<file path="config.mk">
export PLATFORM = sky130hd
export DESIGN_NAME = sigmag_stat_acc
export DESIGN_NICKNAME = d
export VERILOG_FILES = /design/src/rtl/sigmag_stat_acc.sv
export SDC_FILE = /design/constraint.sdc
export NUM_CORES = 1
export LEC_CHECK = 0
export BUFFER_PORTS_ARGS = -buffer_cell sky130_fd_sc_hd__buf_4
export CORE_ASPECT_RATIO = 0.8
export CORE_MARGIN = 2
export CORE_UTILIZATION = 30
export CTS_CLUSTER_DIAMETER = 30
export DETAILED_ROUTE_END_ITERATION = 16
export GPL_ROUTABILITY_DRIVEN = 0
export REMOVE_ABC_BUFFERS = 1
export SLEW_MARGIN = 10
export SYNTH_ARGS = -nofsm -noshare
export SYNTH_HDL_FRONTEND = slang
export SYNTH_SLANG_ARGS = --single-unit
export TNS_END_PERCENT = 100
</file>
<file path="constraint.sdc">
create_clock -name clk_i -period 18.48 [get_ports clk_i]
set_input_delay 0 -clock clk_i [delete_from_list [all_inputs] [get_ports clk_i]]
set_output_delay 0 -clock clk_i [all_outputs]
set_load 0.03 [all_outputs]
</file>
<file path="src/rtl/sigmag_stat_acc.sv">
// sigmag_stat_acc: per-line sig/mag window counters with snapshot bank, lock/overrun, sequence number and read port.
// Define SIGMAG_STAT_SYNC_EN to pass enable/lock/start/ovr_clr through 2-flop synchronisers.
module sigmag_stat_acc #(
  parameter int LINES = 4,
  parameter int CNT_W = 16,
  parameter int WIN_W = 16
) (
  input  logic               clk_i,
  input  logic               reset_i,
  input  logic [LINES-1:0]   sig_i,
  input  logic [LINES-1:0]   mag_i,
  input  logic               enable_i,
  input  logic               mode_i,
  input  logic               start_i,
  input  logic [WIN_W-1:0]   win_len_i,
  input  logic               lock_i,
  input  logic               ovr_clr_i,
  input  logic               rd_req_i,
  input  logic [7:0]         rd_addr_i,
  output logic               rd_ack_o,
  output logic [2*CNT_W-1:0] rd_data_o,
  output logic               rd_err_o,
  output logic               valid_o,
  output logic               done_o,
  output logic [7:0]         seq_o,
  output logic               ovr_o
);
  typedef enum logic [1:0] {IDLE, RUN, HOLD} state_t;
  localparam logic [CNT_W-1:0] MAX = '1;
  logic enable_s, lock_s, start_lvl, start_p, ovr_clr_p;
`ifdef SIGMAG_STAT_SYNC_EN
  logic [1:0] en_sq, lk_sq, st_sq, oc_sq;
  logic st_dq, oc_dq;
  always_ff @(posedge clk_i or posedge reset_i) begin
    if (reset_i) begin
      en_sq <= '0;
      lk_sq <= '0;
      st_sq <= '0;
      oc_sq <= '0;
      st_dq <= 1'b0;
      oc_dq <= 1'b0;
    end else begin
      en_sq <= {en_sq[0], enable_i};
      lk_sq <= {lk_sq[0], lock_i};
      st_sq <= {st_sq[0], start_i};
      oc_sq <= {oc_sq[0], ovr_clr_i};
      st_dq <= st_sq[1];
      oc_dq <= oc_sq[1];
    end
  end
  assign enable_s  = en_sq[1];
  assign lock_s    = lk_sq[1];
  assign start_lvl = st_sq[1];
  assign start_p   = st_sq[1] & ~st_dq;
  assign ovr_clr_p = oc_sq[1] & ~oc_dq;
`else
  assign enable_s  = enable_i;
  assign lock_s    = lock_i;
  assign start_lvl = start_i;
  assign start_p   = start_i;
  assign ovr_clr_p = ovr_clr_i;
`endif
  state_t state_q, state_d;
  logic [WIN_W-1:0] len_q, len_d, win_cnt_q, win_cnt_d;
  logic [CNT_W-1:0] sig_acc_q [LINES];
  logic [CNT_W-1:0] mag_acc_q [LINES];
  logic [CNT_W-1:0] sig_snap_q [LINES];
  logic [CNT_W-1:0] mag_snap_q [LINES];
  logic [CNT_W-1:0] sig_sum [LINES];
  logic [CNT_W-1:0] mag_sum [LINES];
  logic [2*CNT_W-1:0] rd_sel, rd_data_q;
  logic [7:0] seq_q;
  logic counting, win_end, snap, clr, in_range;
  logic valid_q, done_q, ovr_q, rd_ack_q, rd_err_q;
  // sum includes the current cycle's sample so the final sample lands in the snapshot
  always_comb begin
    for (int i = 0; i < LINES; i++) begin
      sig_sum[i] = (sig_acc_q[i] == MAX) ? MAX : sig_acc_q[i] + CNT_W'(sig_i[i]);
      mag_sum[i] = (mag_acc_q[i] == MAX) ? MAX : mag_acc_q[i] + CNT_W'(mag_i[i]);
    end
  end
  assign counting = (state_q == RUN) && enable_s;
  assign win_end  = counting && (win_cnt_q == len_q - WIN_W'(1));
  assign snap     = win_end && !lock_s;
  always_comb begin
    state_d   = state_q;
    len_d     = len_q;
    win_cnt_d = win_cnt_q;
    clr       = 1'b0;
    unique case (state_q)
      IDLE: if (enable_s && (!mode_i || start_p) && win_len_i != '0) begin
        state_d   = RUN;
        len_d     = win_len_i;
        win_cnt_d = '0;
        clr       = 1'b1;
      end
      RUN: if (!enable_s) begin
        state_d = IDLE;
        clr     = 1'b1;
      end else if (win_end) begin
        len_d     = win_len_i;
        win_cnt_d = '0;
        clr       = 1'b1;
        state_d   = mode_i ? HOLD : (win_len_i == '0 ? IDLE : RUN);
      end else begin
        win_cnt_d = win_cnt_q + WIN_W'(1);
      end
      HOLD: state_d = start_lvl ? HOLD : IDLE;
      default: state_d = IDLE;
    endcase
  end
  assign in_range = {24'b0, rd_addr_i} < LINES;
  always_comb begin
    rd_sel = '0;
    for (int i = 0; i < LINES; i++)
      if (rd_addr_i == 8'(i)) rd_sel = {sig_snap_q[i], mag_snap_q[i]};
  end
  always_ff @(posedge clk_i or posedge reset_i) begin
    if (reset_i) begin
      state_q   <= IDLE;
      len_q     <= '0;
      win_cnt_q <= '0;
      valid_q   <= 1'b0;
      done_q    <= 1'b0;
      seq_q     <= '0;
      ovr_q     <= 1'b0;
      rd_ack_q  <= 1'b0;
      rd_err_q  <= 1'b0;
      rd_data_q <= '0;
      for (int i = 0; i < LINES; i++) begin
        sig_acc_q[i]  <= '0;
        mag_acc_q[i]  <= '0;
        sig_snap_q[i] <= '0;
        mag_snap_q[i] <= '0;
      end
    end else begin
      state_q   <= state_d;
      len_q     <= len_d;
      win_cnt_q <= win_cnt_d;
      done_q    <= snap;
      valid_q   <= valid_q | snap;
      seq_q     <= snap ? seq_q + 8'd1 : seq_q;
      ovr_q     <= (win_end && lock_s) | (ovr_q & ~ovr_clr_p);
      rd_ack_q  <= rd_req_i;
      rd_err_q  <= rd_req_i & ~in_range;
      rd_data_q <= (rd_req_i && in_range) ? rd_sel : '0;
      for (int i = 0; i < LINES; i++) begin
        sig_acc_q[i] <= clr ? '0 : counting ? sig_sum[i] : sig_acc_q[i];
        mag_acc_q[i] <= clr ? '0 : counting ? mag_sum[i] : mag_acc_q[i];
        if (snap) begin
          sig_snap_q[i] <= sig_sum[i];
          mag_snap_q[i] <= mag_sum[i];
        end
      end
    end
  end
  assign rd_ack_o  = rd_ack_q;
  assign rd_err_o  = rd_err_q;
  assign rd_data_o = rd_data_q;
  assign valid_o   = valid_q;
  assign done_o    = done_q;
  assign seq_o     = seq_q;
  assign ovr_o     = ovr_q;
endmodule

</file>
# [After elaboration in Yosys (flattened, before gate mapping)]
# Cells that the tools add are included.
[totals] register_bits=335 inputBits=40 output_inout_bits=45
[op_classes] add_sub_neg=11 order_cmp=1 n_eq_ne=18 mux=48 bitwise_logic=6 reduce_logical=19
[op_table] operator="$mux 16" count=30
[op_table] operator="$mux 32" count=5
[op_table] operator="$add 16x1->16" count=8
[op_table] operator="$eq 16x16->1 const B" count=8
[op_table] operator="$pmux 16 s2" count=2
[op_table] operator="$add 16x1->16 const B" count=1
[op_table] operator="$eq 16x16->1" count=1
[op_table] operator="$eq 8x2->1 const B" count=2
[op_table] operator="$logic_not 16->1" count=1
[op_table] operator="$reduce_bool 16->1" count=1
[op_table] operator="$sub 16x1->16 const B" count=1
[op_table] operator="$mux 2" count=5
[op_table] operator="$add 8x1->8 const B" count=1
[op_table] operator="$eq 8x1->1 const B" count=1
[op_table] operator="$logic_not 8->1" count=1
[op_table] operator="$lt 8x3->1 const B" count=1
[op_table] operator="$logic_and 1x1->1" count=7
[op_table] operator="$ne 2x2->1 const B" count=3
[op_table] operator="$pmux 2 s3" count=1
[op_table] operator="$mux 1" count=4
[op_table] operator="$reduce_and 4->1" count=1
[op_table] operator="$reduce_bool 2->1" count=2
[op_table] operator="$ne 3x3->1 const B" count=1
[op_table] operator="$reduce_and 3->1" count=1
[op_table] operator="10 further kinds" count=14

# [Longest topological paths before layout]
[logic_depth] ltp_word=7 mapped_depth=14

# [Worst setup path before layout]
# No wires, ideal clock.
[synth_timing] kind="register to register" from="register len_q[0]" to="register mag_snap_q[10] (netlist name)" arrival_ns=3.024 setup_slack_ns=15.323 path_stages_with_launch=14 n_path_buf=4 synth_period_minus_slack_ns=3.157 cell_sequence="dfrtp_1 -> inv_1 -> ha_1 -> or4b_4 -> o41a_1 -> or3_1 -> nor4_2 -> o2111ai_2 -> buf_6 -> buf_6 -> buf_6 -> clkbuf_1 -> nand2_1 -> o21ai_0"
[synth_between] elab_chain_cells=4
[synth_lines] element="from (decl)" line="64" source="logic [WIN_W-1:0] len_q, len_d, win_cnt_q, win_cnt_d;"
[synth_lines] element="from (signal assigned)" line="138" source="len_q <= len_d;"
[synth_lines] element="$sub 16x1->16" line="83" source="assign win_end = counting && (win_cnt_q == len_q - WIN_W'(1));"
[synth_lines] element="$eq 16x16->1" line="83"
[synth_lines] element="$logic_and 1x1->1" line="83"
[synth_lines] element="$logic_and 1x1->1" line="84" source="assign snap = win_end && !lock_s;"
[synth_lines] element="to (signal, indexed assignment)" line="152" source="mag_snap_q[i] <= mag_sum[i];"
[synth_lines] element="to (decl)" line="68" source="logic [CNT_W-1:0] mag_snap_q [LINES];"
# No other way between the ends.
# A chain may end at the register's enable or synchronous reset.

# [Worst setup path in the final report]
[layout_timing] from="register len_q[0]" to="register mag_acc_q[10] (netlist name)"
[layout_between] elab_chain_cells=7 elab_cells_between_ends=8 cone_classes="add/sub (1); eq/ne (1); mux (4); reduce/logical (2)"
[layout_lines] element="$sub 16x1->16 (*)" line="83"
[layout_lines] element="$eq 16x16->1 (*)" line="83"
[layout_lines] element="$logic_and 1x1->1 (*)" line="83"
[layout_lines] element="$mux 1 (*)" line="100" source="end else if (win_end) begin"
[layout_lines] element="$mux 1 (*)" line="97" source="RUN: if (!enable_s) begin"
[layout_lines] element="$pmux 1 s2 (*)" line="90" source="unique case (state_q)"
[layout_lines] element="$mux 16 / $reduce_bool 2->1 (equally long branches)"
[layout_lines] element="to (signal, indexed assignment)" line="149" source="mag_acc_q[i] <= clr ? '0 : counting ? mag_sum[i] : mag_acc_q[i];"
[layout_lines] element="to (decl)" line="66" source="logic [CNT_W-1:0] mag_acc_q [LINES];"
# Mark *: on every way between the ends. The rest lies on a longest branch, timed or not.

==> flow_summary_export.csv <==
group,metric,value,unit
floorplanning,io_pins,85,
routing,dr.first_iter.drc_count,1089,
clock_tree,cts_buffers,89,
logic_synthesis,synth_edf_count,0,
worst_setup_path,crit_fanout,83,
placed_design,post-place-cells,2782,
grt,grt_pass1_vias,14480,
power_and_ir_drop,vdd.ir_drop.worst,66.24,uV
sta,fmax,0.2188,GHz
final_layout,syn2layout_area_growth,28.14,%
routing,drtPass1Iterations,7,
floorplanning,die_h,221.0,um
final_layout,fin_area,0.02263,sq mm
final_layout,final_common_cell,"dfrtp_1",
sta,worst_pin_slew,1.244,ns
worst_setup_path,crit_buf_inv,2,
clock_tree,h-tree-depth,3,
grt,antenna_found_initial,0,
logic_synthesis,synth_seq_cells,335,
grt,overflow,0,
final_layout,final_cell_mix,"335 x dfrtp_1, 288 x nand2_1, 246 x o21ai_0",
worst_setup_path,critPathLaunchType,"flip-flop",
logic_synthesis,netlist.area_leader.share,0.4748,
worst_setup_path,criticalPathCategory,"reg -> reg",
worst_setup_path,r2r-end,"mag_acc_q[10]$_DFFE_PP0P_",
worst_setup_path,cp_slowest_cell,"buf_4",
final_layout,nets,2200,
grt,grt_max_degree,258,
floorplanning,die_w,275.2,um
worst_setup_path,crit_arrival,5.01,ns
logic_synthesis,synth_area,0.01766,sq mm
placed_design,hpwl,29140,um
sta,setup_viol,0,
final_layout,n_fill_cell,5609,
logic_synthesis,async_flop_share,1.000,
status,status,"finished clean",
final_layout,insertedDiodeCount,0,
worst_setup_path,r2r_start,"len_q[0]$_DFFE_PP0P_",
logic_synthesis,ys_warn_count,0,
routing,vias,15230,
logic_synthesis,avgSynthCellArea,8.672,sq um
sta,fin_setup_tns,0,ns
sta,hold_viol_final,0,
logic_synthesis,ys_types,60,
logic_synthesis,synthTopCellsByArea,"dfrtp_1 47%, o21ai_0 7.0%, nand2_1 6.1%",
floorplanning,start_util,0.3033,
floorplanning,core-area,0.05822,sq mm
worst_setup_path,crit_family,"compound AO/OA/AOI/OAI gates",
clock_tree,cts-root-buf,"clkbuf_16",
placed_design,portBuffers,84,
worst_setup_path,worstSetupEndpointType,"flip-flop",
worst_setup_path,crit_chain,"inv_1 -> ha_1 -> nor4b_1 -> nand3_1 -> xnor2_1 -> a211oi_1 -> o21a_1 -> a21o_4 -> buf_4 -> o21ai_0 -> o2bb2ai_1",
clock_tree,clock_sinks,335,
final_layout,final_cells,2980,
sta,period_share,0.2473,
sta,layout_min_cycle_time,4.570,ns
logic_synthesis,synth_top_area_cell,"dfrtp_1",
routing,ant_nets,0,
sta,max_slew_margin,0.1707,
worst_setup_path,cpPeakStageDelay,0.80,ns
floorplanning,dieArea,0.06083,sq mm
clock_tree,cts_setup_buffers,0,
sta,rsz0062_at_grt,"no",
grt,grt.total_usage,0.1564,
routing,via_per_inst,5.112,
power_and_ir_drop,leakage,9.952,nW
power_and_ir_drop,power_density,114.6,mW/mm^2
logic_synthesis,ys.flop_type,"dfrtp_1",
clock_tree,clk_latency,0.62,ns
sta,fin_skew,0.03039,ns
worst_setup_path,r2r_slack,13.91,ns
floorplanning,num_rows,79,
clock_tree,clk_path_buf_depth,3,
routing,wl_per_cell,16.00,um
clock_tree,cts_tree,"built",
sta,drv_slew,0,
power_and_ir_drop,p_total,0.002593,W
flow_run,maxCapViolCount,0,
routing,wirelength,47690,um
routing,drc,0,
logic_synthesis,seq_area_frac_synth,0.4748,
worst_setup_path,cp.required,18.92,ns
min_path,hold_path.class,"in -> async",
grt,grt_pass1_wl,77450,um
logic_synthesis,synthCells,2036,
clock_tree,cts.reportedPaths.clkPinSlew,0.04,ns
placed_design,post_dp_cell_area,0.01899,sq mm
worst_setup_path,rr_worst_depth,11,
final_layout,drive_gt1_frac,0.1361,
-- routing by layer --
layer	global-route usage	wire length, um	vias up
met4	0.06173	1168	0
met5	0	0	-
met3	0.03006	2294	87
li1	-	-	7414
met1	0.2240	23010	7359
met2	0.2312	21220	374
-- worst max-delay path by stage --
stage	start	endpoint	slack, ns	cells after the start
after floorplan	reset_i	done_o$_DFF_PP0_	9.20	1
after global placement	len_q[0]$_DFFE_PP0P_	mag_acc_q[63]$_DFFE_PP0P_	14.15	11
final	len_q[0]$_DFFE_PP0P_	mag_acc_q[10]$_DFFE_PP0P_	13.91	11
after CTS	len_q[0]$_DFFE_PP0P_	mag_acc_q[47]$_DFFE_PP0P_	13.93	11
after global routing	len_q[0]$_DFFE_PP0P_	mag_acc_q[5]$_DFFE_PP0P_	13.46	11
after detailed placement	len_q[0]$_DFFE_PP0P_	mag_acc_q[47]$_DFFE_PP0P_	13.97	11
-- Yosys cell counts (4+ instances only) --
library cell	instances
ha_1	19
a21oi_1	56
buf_1	4
nand2_1	288
buf_2	16
and4_1	4
nor2b_1	43
clkbuf_1	101
o21ai_0	247
o311ai_0	7
nor3_1	74
and3_1	15
o21a_1	8
mux2i_1	33
inv_1	49
a21boi_0	8
or2_2	11
o2bb2ai_1	26
or4_1	6
nand4_1	31
xor2_1	22
and2_1	38
nand3_1	141
nor3b_1	21
nor2_1	187
o31ai_1	12
nand2b_1	8
a22o_1	8
mux2_2	17
a211oi_1	65
a21o_1	32
or3_1	11
dfrtp_1	335
nor4_1	19
o22ai_1	6
xnor2_1	35
-- cell families (layout without fill, tap and decap cells) --
group	Yosys count	after routing	synth area share
compound gates	495	495	0.1716
xor+xnor	57	57	0.02827
buf+inv	173	348	0.03919
flops	335	335	0.4748
mux	50	50	0.02955
simple gates	907	907	0.2431
fa+ha+maj	19	19	0.01346
-- worst reg2reg max path: stages, from the launching register on --
cell and delay [ns]:
dfrtp_1 0.42, inv_1 0.10, ha_1 0.24, nor4b_1 0.70, nand3_1 0.24, xnor2_1 0.18
a211oi_1 0.48, o21a_1 0.32, a21o_4 0.49, buf_4 0.81, o21ai_0 0.25, o2bb2ai_1 0.18
-- power breakdown --
part / internal [W] / switching (W)
combinational: 0.0000571 / 0.000105
clock: 0.00117 / 0.000488
sequential: 0.000753 / 0.0000243
total: 0.00198 / 0.000618
-- layout make-up --
class / count / area [sq um] / area share
Tap cell: 769 / 962.2 / 0.04253
Inverter: 49 / 191.4 / 0.008461
Timing Repair Buffer: 138 / 1154 / 0.05099
Multi-Input combinational cell: 1528 / 8680 / 0.3836
Clock buffer: 113 / 2469 / 0.1091
Clock inverter: 48 / 787.0 / 0.03478
Sequential cell: 335 / 8383 / 0.3705
-- state kept, by name (all words and copies together), names as in the netlist --
register    flops
seq_o           8
rd_data_o      32
done_o          1
rd_err_o        1
sig_acc_q      64
mag_acc_q      64
state_q         2
valid_o         1
rd_ack_o        1
win_cnt_q      16
len_q          16
sig_snap_q     64
mag_snap_q     64
ovr_o           1
-- through the flow --
stage,worst slack (ns),hold slack (ns),util
3_3_place_gp,14.15,0.1255,0.3262
2_1_floorplan,9.198,0.03143,-
3_5_place_dp,13.97,0.1286,0.3262
6_report,13.91,0.04770,0.3886
4_1_cts,13.93,0.02932,0.3885
5_1_grt,13.46,0.03974,0.3886
-- timing repair --
item,in CTS,in global routing
hold endpoints to repair,140,0
hold buffers,37,0
setup endpoints to repair,0,0
resized for setup,0,0
(Power assumes the default switching activity.)
